[src/rtl/mas_alu_arb.sv]
// Round-robin arbiter sharing one MAS ALU between NUM_REQ requesters.
// Launches one op at a time, waits with a timeout guard, returns the result.
module mas_alu_arb #(
  parameter int NUM_REQ = 4,
  parameter int DATA_W  = 32,
  parameter int OP_W    = 4,
  parameter int TIMEOUT = 256
) (
  input  logic                      clk,
  input  logic                      rst_n,
  input  logic [NUM_REQ-1:0]        req_valid,
  output logic [NUM_REQ-1:0]        req_ready,
  input  logic [NUM_REQ*OP_W-1:0]   req_op,
  input  logic [NUM_REQ*DATA_W-1:0] req_a,
  input  logic [NUM_REQ*DATA_W-1:0] req_b,
  output logic                      alu_req,
  output logic [OP_W-1:0]           alu_op,
  output logic [DATA_W-1:0]         alu_a,
  output logic [DATA_W-1:0]         alu_b,
  input  logic                      alu_idle,
  input  logic                      alu_done,
  input  logic [DATA_W-1:0]         alu_result,
  output logic [NUM_REQ-1:0]        rsp_valid,
  input  logic [NUM_REQ-1:0]        rsp_ready,
  output logic [DATA_W-1:0]         rsp_data,
  output logic                      rsp_err,
  output logic                      busy
);

  localparam int IW = (NUM_REQ > 1) ? $clog2(NUM_REQ) : 1;
  localparam int CW = (TIMEOUT > 2) ? $clog2(TIMEOUT) : 1;
  localparam logic [IW-1:0] PTR_RST  = IW'(NUM_REQ - 1);
  localparam logic [CW-1:0] CNT_LAST = CW'(TIMEOUT - 2);

  typedef enum logic [3:0] {
    S_IDLE  = 4'b0001,
    S_ISSUE = 4'b0010,
    S_WAIT  = 4'b0100,
    S_RESP  = 4'b1000
  } state_e;

  state_e              state_q, state_d;
  logic [IW-1:0]       ptr_q, ptr_d;
  logic [IW-1:0]       win_q, win_d;
  logic [OP_W-1:0]     op_q, op_d;
  logic [DATA_W-1:0]   a_q, a_d;
  logic [DATA_W-1:0]   b_q, b_d;
  logic [CW-1:0]       cnt_q, cnt_d;
  logic [DATA_W-1:0]   data_q, data_d;
  logic                err_q, err_d;
  logic [NUM_REQ-1:0]  rvld_q, rvld_d;

  logic                found;
  logic [IW-1:0]       win_c;
  logic [OP_W-1:0]     sel_op;
  logic [DATA_W-1:0]   sel_a;
  logic [DATA_W-1:0]   sel_b;
  logic                grant;
  logic                hs;

  // Search starts just past the last winner, wrapping around.
  always_comb begin : pick
    int j;
    found = 1'b0;
    win_c = '0;
    j     = 0;
    for (int i = 1; i <= NUM_REQ; i++) begin
      j = (int'(ptr_q) + i) % NUM_REQ;
      if (!found && req_valid[IW'(j)]) begin
        found = 1'b1;
        win_c = IW'(j);
      end
    end
  end

  always_comb begin
    sel_op = '0;
    sel_a  = '0;
    sel_b  = '0;
    for (int i = 0; i < NUM_REQ; i++) begin
      if (win_c == IW'(i)) begin
        sel_op = req_op[i*OP_W +: OP_W];
        sel_a  = req_a[i*DATA_W +: DATA_W];
        sel_b  = req_b[i*DATA_W +: DATA_W];
      end
    end
  end

  assign grant     = (state_q == S_IDLE) && found && alu_idle;
  assign req_ready = grant ? (NUM_REQ'(1) << win_c) : '0;
  assign hs        = |(rsp_ready & rvld_q);

  always_comb begin
    state_d = state_q;
    ptr_d   = ptr_q;
    win_d   = win_q;
    op_d    = op_q;
    a_d     = a_q;
    b_d     = b_q;
    cnt_d   = cnt_q;
    data_d  = data_q;
    err_d   = err_q;
    rvld_d  = rvld_q;
    unique case (1'b1)
      (state_q == S_IDLE): begin
        if (grant) begin
          win_d   = win_c;
          op_d    = sel_op;
          a_d     = sel_a;
          b_d     = sel_b;
          state_d = S_ISSUE;
        end
      end
      (state_q == S_ISSUE): begin
        cnt_d   = '0;
        state_d = S_WAIT;
      end
      (state_q == S_WAIT): begin
        // Completion beats expiry when both land together.
        if (alu_done) begin
          data_d  = alu_result;
          err_d   = 1'b0;
          rvld_d  = NUM_REQ'(1) << win_q;
          state_d = S_RESP;
        end else if (cnt_q == CNT_LAST) begin
          data_d  = '0;
          err_d   = 1'b1;
          rvld_d  = NUM_REQ'(1) << win_q;
          state_d = S_RESP;
        end else begin
          cnt_d = cnt_q + CW'(1);
        end
      end
      (state_q == S_RESP): begin
        if (hs) begin
          rvld_d  = '0;
          ptr_d   = win_q;
          state_d = S_IDLE;
        end
      end
      default: state_d = S_IDLE;
    endcase
  end

  always_ff @(posedge clk or negedge rst_n) begin
    if (!rst_n) begin
      state_q <= S_IDLE;
      ptr_q   <= PTR_RST;
      win_q   <= '0;
      op_q    <= '0;
      a_q     <= '0;
      b_q     <= '0;
      cnt_q   <= '0;
      data_q  <= '0;
      err_q   <= 1'b0;
      rvld_q  <= '0;
    end else begin
      state_q <= state_d;
      ptr_q   <= ptr_d;
      win_q   <= win_d;
      op_q    <= op_d;
      a_q     <= a_d;
      b_q     <= b_d;
      cnt_q   <= cnt_d;
      data_q  <= data_d;
      err_q   <= err_d;
      rvld_q  <= rvld_d;
    end
  end

  assign alu_req   = (state_q == S_ISSUE);
  assign alu_op    = op_q;
  assign alu_a     = a_q;
  assign alu_b     = b_q;
  assign rsp_valid = rvld_q;
  assign rsp_data  = data_q;
  assign rsp_err   = err_q;
  assign busy      = (state_q != S_IDLE);

  a_rdy_oh: assert property (@(posedge clk) disable iff (!rst_n)
    $onehot0(req_ready));
  a_vld_oh: assert property (@(posedge clk) disable iff (!rst_n)
    $onehot0(rsp_valid));
  a_req_issue: assert property (@(posedge clk) disable iff (!rst_n)
    alu_req |-> (state_q == S_ISSUE));
  a_state_known: assert property (@(posedge clk) disable iff (!rst_n)
    !$isunknown(state_q));
  a_rsp_stable: assert property (@(posedge clk) disable iff (!rst_n)
    ((|rsp_valid) && !(|(rsp_ready & rsp_valid))) |=> $stable(rsp_data));

endmodule

[config.mk]
export PLATFORM = sky130hd
export DESIGN_NAME = mas_alu_arb
export DESIGN_NICKNAME = d
export VERILOG_FILES = /design/src/rtl/mas_alu_arb.sv
export SDC_FILE = /design/constraint.sdc
export NUM_CORES = 1
export LEC_CHECK = 0
export ABC_AREA = 0
export BUFFER_PORTS_ARGS = -buffer_cell sky130_fd_sc_hd__buf_4
export CAP_MARGIN = 10
export CORE_AREA = 2 2 164 166
export CTS_CLUSTER_DIAMETER = 30
export CTS_CLUSTER_SIZE = 30
export DETAILED_ROUTE_END_ITERATION = 10
export DIE_AREA = 0 0 166 168
export GPL_ROUTABILITY_DRIVEN = 0
export HOLD_SLACK_MARGIN = 0.05
export SYNTH_ARGS = -nofsm -noshare
export SYNTH_HDL_FRONTEND = slang
export SYNTH_SLANG_ARGS = --single-unit
[constraint.sdc]
create_clock -name clk -period 2.39 [get_ports clk]
set_clock_uncertainty 0.1 [all_clocks]
set_input_delay 0.1195 -clock clk [delete_from_list [all_inputs] [get_ports clk]]
set_output_delay 0.1195 -clock clk [all_outputs]
set_load 0.03 [all_outputs]
==> metrics.md, run 1 <==
| Metric | Value |
|---|---|
| Outcome | `stopped before the end` |
| Halt Stage | `clock tree synthesis (4_1_cts)` |
| Error | `[ERROR RSZ-0060] Max buffer count reached.` |
| CTS H-tree lvls | `4` |
| Netlist Area Pre-Place | `between 6000 and 7000 um^2` |
| Number of synthesized register bits | `121` |
| Hold-fix buffers at CTS | `between 200 and 300` |
| Clock Sinks | `121` |
| Placed cells | `1,332` |
| Synth unique cells | `46` |
| Starting Density | `24.7%` |
| Post-synth net total | `910` |
| Die Span Y | `between 150 and 200 um` |
| PortBufs | `426` |
| Post-DP HPWL | `about 20,000 um` |
| # rows | `60` |
| CTS Buf Count | `17` |
| Clock root cell | `clkbuf_16` |
| Horiz. Die Dim | `166 um` |
| Syn_area_per_cell | `11.0 um^2` |
| Ports | `427` |
| Post-CTS Setup Inserts | `0` |
| Post-CTS sizing | `3` |
| Post-Synthesis Cells | `just under 600` |
| Synth warn | `0` |
| CTS max path bufs | `2` |
| Register area share after synthesis | `46.6%` |
cell usage after synthesis, drive strengths merged:
cell      n  area (um^2)
a211oi   13         97.6
a21boi    2         15.0
a21o      3         22.5
a21oi    58          290
a221oi    1         8.76
a222oi   55          551
a22o     35          307
a31oi     1         12.5
a32o      1         10.0
and2      1         6.26
buf      31          238
clkbuf   24         90.1
dfrtp   118         2950
dfstp     3         78.8
ha        2         25.0
inv       8         30.0
mux2     56          818
mux2i     1         10.0
nand2    24         90.1
nand2b    3         18.8
nand3     6         30.0
nand3b    1         7.51
nand4     2         12.5
nor2     68          258
nor2b    15         93.8
nor3      6         30.0
nor4b     3         41.3
o211ai    4         30.0
o21a      2         15.0
o21ai    22          110
o221ai   13          114
o22a      1         8.76
o311a     1         10.0
o311ai    1         16.3
o31ai     2         15.0
or3       1         6.26
or4b      1         10.0
xnor2     3         26.3
cell families after synthesis:
| kind of cell | Yosys count | synth area share (%) |
|---|---|---|
| multiplexers | 57 | 12.7 |
| AND/OR/NAND/NOR | 131 | 9.29 |
| AO/OA/AOI/OAI | 215 | 25.1 |
| XOR/XNOR | 3 | 0.404 |
| buffers and inverters | 63 | 5.50 |
| flip-flops | 121 | 46.6 |
| adder cells (fa/ha/maj) | 2 | 0.385 |
through the flow:
step,hold slack (ns),setup slack [ns],util (%),area (um^2)
3_5_place_dp,0.193,0.0942,38.5,10200
3_3_place_gp,0.189,0.124,38.5,10200
2_1_floorplan,-0.276,0.0470,-,6510
==> run 2: changes to the inputs <==
Settings changed: CTS_CLUSTER_DIAMETER 30 to unset, CTS_CLUSTER_SIZE 30 to unset, HOLD_SLACK_MARGIN 0.05 to unset, PLACE_DENSITY_LB_ADDON set to 0.15.
==> run 2 against run 1 <==
Net effect: the run now ends clean; synthesized area stayed put; synthesized cell count did not move.
==> metrics.md, run 2 <==
| Metric | Value |
|---|---|
| Crit Path Max Fanout | `11` |
| Slew headroom | `66.8%` |
| Dominant synthesized flop cell | `dfrtp_1 (unchanged)` |
| CTS max path bufs | `2 (unchanged)` |
| PortBufs | `426 (unchanged)` |
| # setup viols final | `0` |
| Ant. Diodes | `0` |
| # DRC | `0` |
| Global-route wire length before repair | `about 44,000 um` |
| Dpl cell area | `10,200 um^2 (about the same)` |
| # fillers | `roughly 2,400` |
| Post-Synthesis Cells | `592 (unchanged)` |
| Register area share after synthesis | `46.6% (unchanged)` |
| Routed WL | `28,900 um` |
| Most frequent cells in the layout | `buf_4, dlygate4sd3_1, dfrtp_1, nor2_1, a21oi_1` |
| PD cells | `920 nW/um^2` |
| Clock slew at reported path FFs | `0.07 ns` |
| P&R area growth vs syn | `99.0%` |
| Vias per cell | `4.79` |
| Peak VDD IR | `about 530 uV` |
| Slew Viols, Final | `0` |
| Post-synth net total | `910 (unchanged)` |
| Number of synthesized register bits | `121 (unchanged)` |
| R2R cell count | `8` |
| Clock Latency Late Sink | `0.41 ns` |
| Post-DP HPWL | `20,100 um (was 19,700 um)` |
| Layout cell share with drive strength beyond 1 | `a little under half` |
| DR vias | `7,532` |
| CTS Buf Count | `17 (unchanged)` |
| Leakage | `6.25 nW` |
| Commonest non-fill, non-tap cell in the layout | `buf_4` |
| WL per Instance | `18.4 um` |
| Final period utilization | `97.7%` |
| CP arrival | `about 2.5 ns` |
| Clock root cell | `clkbuf_16 (unchanged)` |
| Top-count cell post-synth | `dfrtp_1 (unchanged)` |
| Post-synth EDFFs | `0 (unchanged)` |
| Die Area | `around 28,000 um^2` |
| Initial antenna violation count | `0` |
| Ports | `427 (unchanged)` |
| Synth warn | `0 (unchanged)` |
| Nets | `1,535` |
| Final Hold Viols | `0` |
| CTS H-tree lvls | `4 (unchanged)` |
| Netlist Area Pre-Place | `6510 um^2 (unchanged)` |
| Final min period | `about 2.3 ns` |
| Grt ovf | `0` |
| Crit end category | `flip-flop` |
| # rows | `60 (unchanged)` |
| WHS | `0.0178 ns` |
| Post-DRT Antenna Nets | `0` |
| Synth async-reset ratio | `100% (unchanged)` |
| FMAX | `0.428 GHz` |
| Synth cell count leaders | `dfrtp_1, nor2_1, a21oi_1 (unchanged)` |
| Critical path type | `reg2reg` |
| Worst-margin pin slew | `0.491 ns` |
| Initial drt markers | `583` |
| Top cells by area, synth | `dfrtp_1, mux2_4, a222oi_1, a22o_1, a21oi_1 (unchanged)` |
| Starting Density | `24.7% (unchanged)` |
| DRT Pass-1 Iters | `9` |
| Syn_area_per_cell | `11.0 um^2 (unchanged)` |
| TritonCTS clock tree | `built` |
| Design area | `12,900 um^2` |
| FF+latch area | `3030 um^2` |
| Yosys top cell area share | `45.4% (unchanged)` |
| Horiz. Die Dim | `166 um (unchanged)` |
| All-Layer GR Usage | `20.3%` |
| Outcome | `finished clean (was stopped before the end)` |
| Clock Sinks | `121 (unchanged)` |
| Die Span Y | `168 um (unchanged)` |
| Max-cap viol count | `0` |
| TNS Setup | `0 ns` |
| Worst Hold Class | `in2reg` |
| RSZ-0062 raised after global routing | `true` |
| Core ar. | `26,400 um^2` |
| CP Launch Type | `flip-flop` |
| Vias in the first global route | `7,833` |
| Total power | `0.0119 W` |
| Final Util | `49.1%` |
| Synth unique cells | `46 (unchanged)` |
| Largest net degree at the start of global routing | `68` |
| Yosys top cell by area | `dfrtp_1 (unchanged)` |
| Cells on Worst Hold Path | `4` |
| CP required | `2.58 ns` |
| Area of the multi-input gates | `3190 um^2` |
## run 2: power by group
part	leakage (nW)	internal [W]	switching, W	total [W]
Clock	0.275	0.00148	0.00111	0.00259
Combinational	4.50	0.00257	0.00333	0.00590
Sequential	1.48	0.00288	0.000541	0.00342
Total	6.25	0.00693	0.00498	0.0119
## run 2: routing by layer
layer	global-route usage [%]	wire, um
met4	7.79	883
met5	0	0
met2	35.1	14700
met3	5.62	1950
met1	23.9	11400
## run 2: layout make-up
cell class                      count  area share [%]
Clock inverter                     15            1.24
Multi-Input combinational cell    408            24.6
Clock buffer                       17            3.29
Sequential cell                   121            23.4
Inverter                            8           0.251
Tap cell                          341            3.30
Timing Repair Buffer              661            43.9
## run 2: worst paths after layout
kind / startpoint / end / slack [ns]
hold / removal: req_a[18] / alu_a[18] / 0.02
setup / recovery: ptr_q[1] / alu_b[8] / 0.06
max in group asynchronous: rst_n / alu_b[4] / 1.68
hold reg to reg: alu_a[20] / alu_a[20] / 0.39
setup reg to reg: ptr_q[1] / alu_b[8] / 0.06
min in group asynchronous: rst_n / cnt_q[4] / 0.15
## run 2: timing repair
item	in CTS	in global routing
buffers inserted	3	10
pin swaps	1	11
hold buffers	190	0
cloned	2	0
endpoints found under the hold margin	223	0
endpoints found under the setup margin	5	55
gates resized for setup	6	17
## run 2: kinds of logic after synthesis
group / Yosys count / synth area share (%)
multiplexers: 57 / 12.7
AND/OR/NAND/NOR: 131 / 9.29
XOR/XNOR: 3 / 0.404
buffers and inverters: 63 / 5.50
flip-flops: 121 / 46.6
AO/OA/AOI/OAI: 215 / 25.1
adder cells (fa/ha/maj): 2 / 0.385
## run 2: stage by stage
step                setup WS (ns)  std cells
floorplan                  0.0470        592
global placement           0.0609       1335
detailed placement        0.00743       1335
CTS                       0.00536       1562
global route              -0.0606       1571
finish                     0.0557       1571
## run 2: worst max-delay path, stage by stage (launching register included)
cell      delay [ns]
dfstp_2         0.59
nand3b_1        0.14
a31oi_4         0.22
buf_6           0.16
buf_12          0.16
buf_12          0.16
mux2_4          0.31
a222oi_1        0.26
a21oi_1         0.11
No activity file was read; power rests on OpenSTA's default activity.
==> run 3: changes to the inputs <==
Settings changed: ABC_AREA 0 to 1, CORE_AREA 2 2 164 166 to 2 2 167 169, DIE_AREA 0 0 166 168 to 0 0 169 171.
==> run 3 against run 2 <==
Net effect: the run now ends with setup timing left; core utilization is 7.0 points higher; register-to-register slack worse by 0.20 ns; critical path depth is 5 higher; maximum frequency is 8.2% lower; synthesized cell count is 88% higher; sequential share of layout area is 3.7 points lower; sequential cell count stayed put; routed wire length is 28% higher; largest power group unchanged; highest routed layer is now met5.
==> metrics.md, run 3 <==
| Metric | Value |
|---|---|
| Outcome | `finished with violations (was finished clean)` |
| Failing checks | `setup timing` |
| Commonest non-fill, non-tap cell in the layout | `buf_4 (unchanged)` |
| Yosys top cell area share | `39.2% (was 45.4%)` |
| Netlist Area Pre-Place | `7530 um^2 (was 6510 um^2)` |
| Max-cap viol count | `0 (unchanged)` |
| Global-route wire length before repair | `54,500 um (was 44,200 um)` |
| Ports | `427 (unchanged)` |
| Synth async-reset ratio | `100% (unchanged)` |
| Die Span Y | `171 um (was 168 um)` |
| WHS | `0.00485 ns (was 0.0178 ns)` |
| Final period utilization | `106% (was 97.7%)` |
| Clock Latency Late Sink | `0.42 ns (was 0.41 ns)` |
| PD cells | `1350 nW/um^2 (was 920 nW/um^2)` |
| Clock Sinks | `121 (unchanged)` |
| Clock network power share | `12.6% (was 21.7%)` |
| All-Layer GR Usage | `24.1% (was 20.3%)` |
| Slew headroom | `65.3% (was 66.8%)` |
| Horiz. Die Dim | `169 um (was 166 um)` |
| Area of the multi-input gates | `3930 um^2 (was 3190 um^2)` |
| Starting Density | `27.6% (was 24.7%)` |
| Worst Hold Class | `in2reg (unchanged)` |
| Post-Synthesis Cells | `1,111 (was 592)` |
| Clock root cell | `clkbuf_16 (unchanged)` |
| Synth cell count leaders | `nand2_1, nand3_1, nor2_1 (was dfrtp_1, nor2_1, a21oi_1)` |
| Core ar. | `27,300 um^2 (was 26,400 um^2)` |
| Final Util | `56.1% (was 49.1%)` |
| CTS max path bufs | `2 (unchanged)` |
| Non-Filler Instances | `2,200 (was 1,571)` |
| Top-count cell post-synth | `nand2_1 (was dfrtp_1)` |
| FMAX | `0.393 GHz (was 0.428 GHz)` |
| P&R area growth vs syn | `104% (was 99.0%)` |
| Psw | `0.0101 W (was 0.00498 W)` |
| Synth warn | `0 (unchanged)` |
| # fillers | `2,471 (was 2,444)` |
| Slew Viols, Final | `0 (unchanged)` |
| Synth unique cells | `36 (was 46)` |
| Initial antenna violation count | `3 (was 0)` |
| CTS Buf Count | `17 (unchanged)` |
| Clock slew at reported path FFs | `0.06 ns (was 0.07 ns)` |
| Die Area | `28,900 um^2 (was 27,900 um^2)` |
| Pre-CTS WS | `-0.00785 ns (was 0.00743 ns)` |
| CTS H-tree lvls | `4 (unchanged)` |
| RSZ-0062 raised after global routing | `true (unchanged)` |
| Final Hold Viols | `0 (unchanged)` |
| # rows | `61 (was 60)` |
| Routed WL | `37,100 um (was 28,900 um)` |
| CP arrival | `2.32 ns (was 2.52 ns)` |
| # setup viols final | `55 (was 0)` |
| DR vias | `10,300 (was 7,532)` |
| Sequential share of power | `17.1% (was 28.7%)` |
| PortBufs | `426 (unchanged)` |
| Register area share after synthesis | `40.2% (was 46.6%)` |
| Peak VDD IR | `792 uV (was 533 uV)` |
| Vias per cell | `4.70 (was 4.79)` |
| DRT Pass-1 Iters | `6 (was 9)` |
| Power share of the combinational group | `70.3% (was 49.6%)` |
| Final WS setup | `-0.153 ns (was 0.0557 ns)` |
| Power Internal | `0.0106 W (was 0.00693 W)` |
| FF+latch area | `3030 um^2 (unchanged)` |
| Placed cells | `1,855 (was 1,335)` |
| Post-DP HPWL | `23,600 um (was 20,100 um)` |
| TNS Setup | `-3.62 ns (was 0 ns)` |
| Sw frac | `48.7% (was 41.8%)` |
| Post-synth EDFFs | `0 (unchanged)` |
| CP required | `2.17 ns (was 2.58 ns)` |
| Yosys top cell by area | `dfrtp_1 (unchanged)` |
| Post-DRT Antenna Nets | `0 (unchanged)` |
| Vias in the first global route | `10,400 (was 7,833)` |
| # DRC | `0 (unchanged)` |
| Crit end category | `output port (was flip-flop)` |
| Largest net degree at the start of global routing | `71 (was 68)` |
| Number of synthesized register bits | `121 (unchanged)` |
| TritonCTS clock tree | `built (unchanged)` |
| Syn_area_per_cell | `6.78 um^2 (was 11.0 um^2)` |
| Top cells by area, synth | `dfrtp_1, nand2_1, nand3_1, nor2_1, inv_1 (was dfrtp_1, mux2_4, a222oi_1, a22o_1, a21oi_1)` |
| Post-synth net total | `1,429 (was 910)` |
| Layout cell share with drive strength beyond 1 | `33.3% (was 47.2%)` |
| Leakage | `7.92 nW (was 6.25 nW)` |
| Initial drt markers | `511 (was 583)` |
| Dominant synthesized flop cell | `dfrtp_1 (unchanged)` |
| Worst-margin pin slew | `0.520 ns (was 0.491 ns)` |
| Critical path type | `reg2out (was reg2reg)` |
| WL per Instance | `16.9 um (was 18.4 um)` |
| Crit Path Max Fanout | `9 (was 11)` |
| CP Launch Type | `flip-flop (unchanged)` |
| Most frequent cells in the layout | `buf_4, nand2_1, dlygate4sd3_1, nand3_1, nor2_1 (was buf_4, dlygate4sd3_1, dfrtp_1, nor2_1, a21oi_1)` |
| Final min period | `2.54 ns (was 2.33 ns)` |
| Grt ovf | `0 (unchanged)` |
| Nets | `2,156 (was 1,535)` |
run 3: per-stage QoR:
stage	instance area, um^2	power (W)
6_report	15300	0.0207
5_1_grt	15300	0.0222
4_1_cts	15000	0.0198
3_5_place_dp	11300	0.0155
3_3_place_gp	11300	0.0154
2_1_floorplan	7540	0.0111
run 3: worst max-delay path, stage by stage (launching register included):
cell and delay, ns:
dfstp_2 0.59, buf_12 0.14, nand2_1 0.06, nand2_2 0.09, nand2_1 0.08, nand2_1 0.10, nand2_2 0.07, nand2_2 0.10
nand2_2 0.07, nand3_4 0.13, nand2_4 0.08, buf_4 0.13, nor2_1 0.08, buf_4 0.17
run 3: cell families (layout without fill, tap and decap cells):
family          Yosys count  in the layout  synth area share (%)
compound gates           90             90                  7.82
fa+ha+maj                 2              2                 0.332
xor+xnor                  1              1                 0.116
simple gates            716            716                  41.3
other cells               0              3                     0
buf+inv                 181            921                  10.2
flops                   121            121                  40.2
run 3: worst paths after layout:
path | startpoint | to | slack (ns) | cells past startpoint
hold / removal | req_a[49] | alu_a[17] | 0.005 | 5
hold reg to reg | alu_b[24] | alu_b[24] | 0.39 | 2
setup / recovery | ptr_q[0] | req_ready[0] | -0.15 | 13
setup reg to reg | ptr_q[0] | alu_a[18] | -0.14 | 18
max in group asynchronous | rst_n | alu_a[22] | 1.38 | 3
min in group asynchronous | rst_n | cnt_q[4] | 0.07 | 2
run 3: final cells by class:
| class | instances | share of cell area, % |
|---|---|---|
| antenna | 3 | 0.0489 |
| clock buffer | 19 | 2.82 |
| clock inverter | 13 | 0.946 |
| inverter | 116 | 2.87 |
| multi-input combinational | 809 | 25.6 |
| sequential | 121 | 19.8 |
| tap | 346 | 2.82 |
| timing repair buffer | 773 | 45.1 |
run 3: power groups by stage:
stage,logic (W),clock network [W],registers [W]
6_report,0.0146,0.00260,0.00355
5_1_grt,0.0158,0.00276,0.00367
3_3_place_gp,0.0119,0,0.00353
2_1_floorplan,0.00587,0,0.00520
3_5_place_dp,0.0119,0,0.00356
4_1_cts,0.0136,0.00267,0.00354
run 3: timing repair:
| action | CTS | global route |
|---|---|---|
| cloned | 5 | 5 |
| hold buffers | 276 | 0 |
| endpoints found under the setup margin | 11 | 72 |
| pin swaps | 13 | 12 |
| resized for setup | 45 | 35 |
| setup buffers | 19 | 7 |
| endpoints found under the hold margin | 224 | 0 |
run 3: routing by layer:
layer / GRT usage [%] / vias up / share of wire [%] / routed length, um
met5: 0 / - / 0.035 / 13
met4: 10.0 / 2 / 3.1 / 1160
met3: 5.92 / 87 / 7.0 / 2580
met2: 43.2 / 473 / 50 / 18600
met1: 27.5 / 4780 / 40 / 14700
li1: - / 4987 / - / -
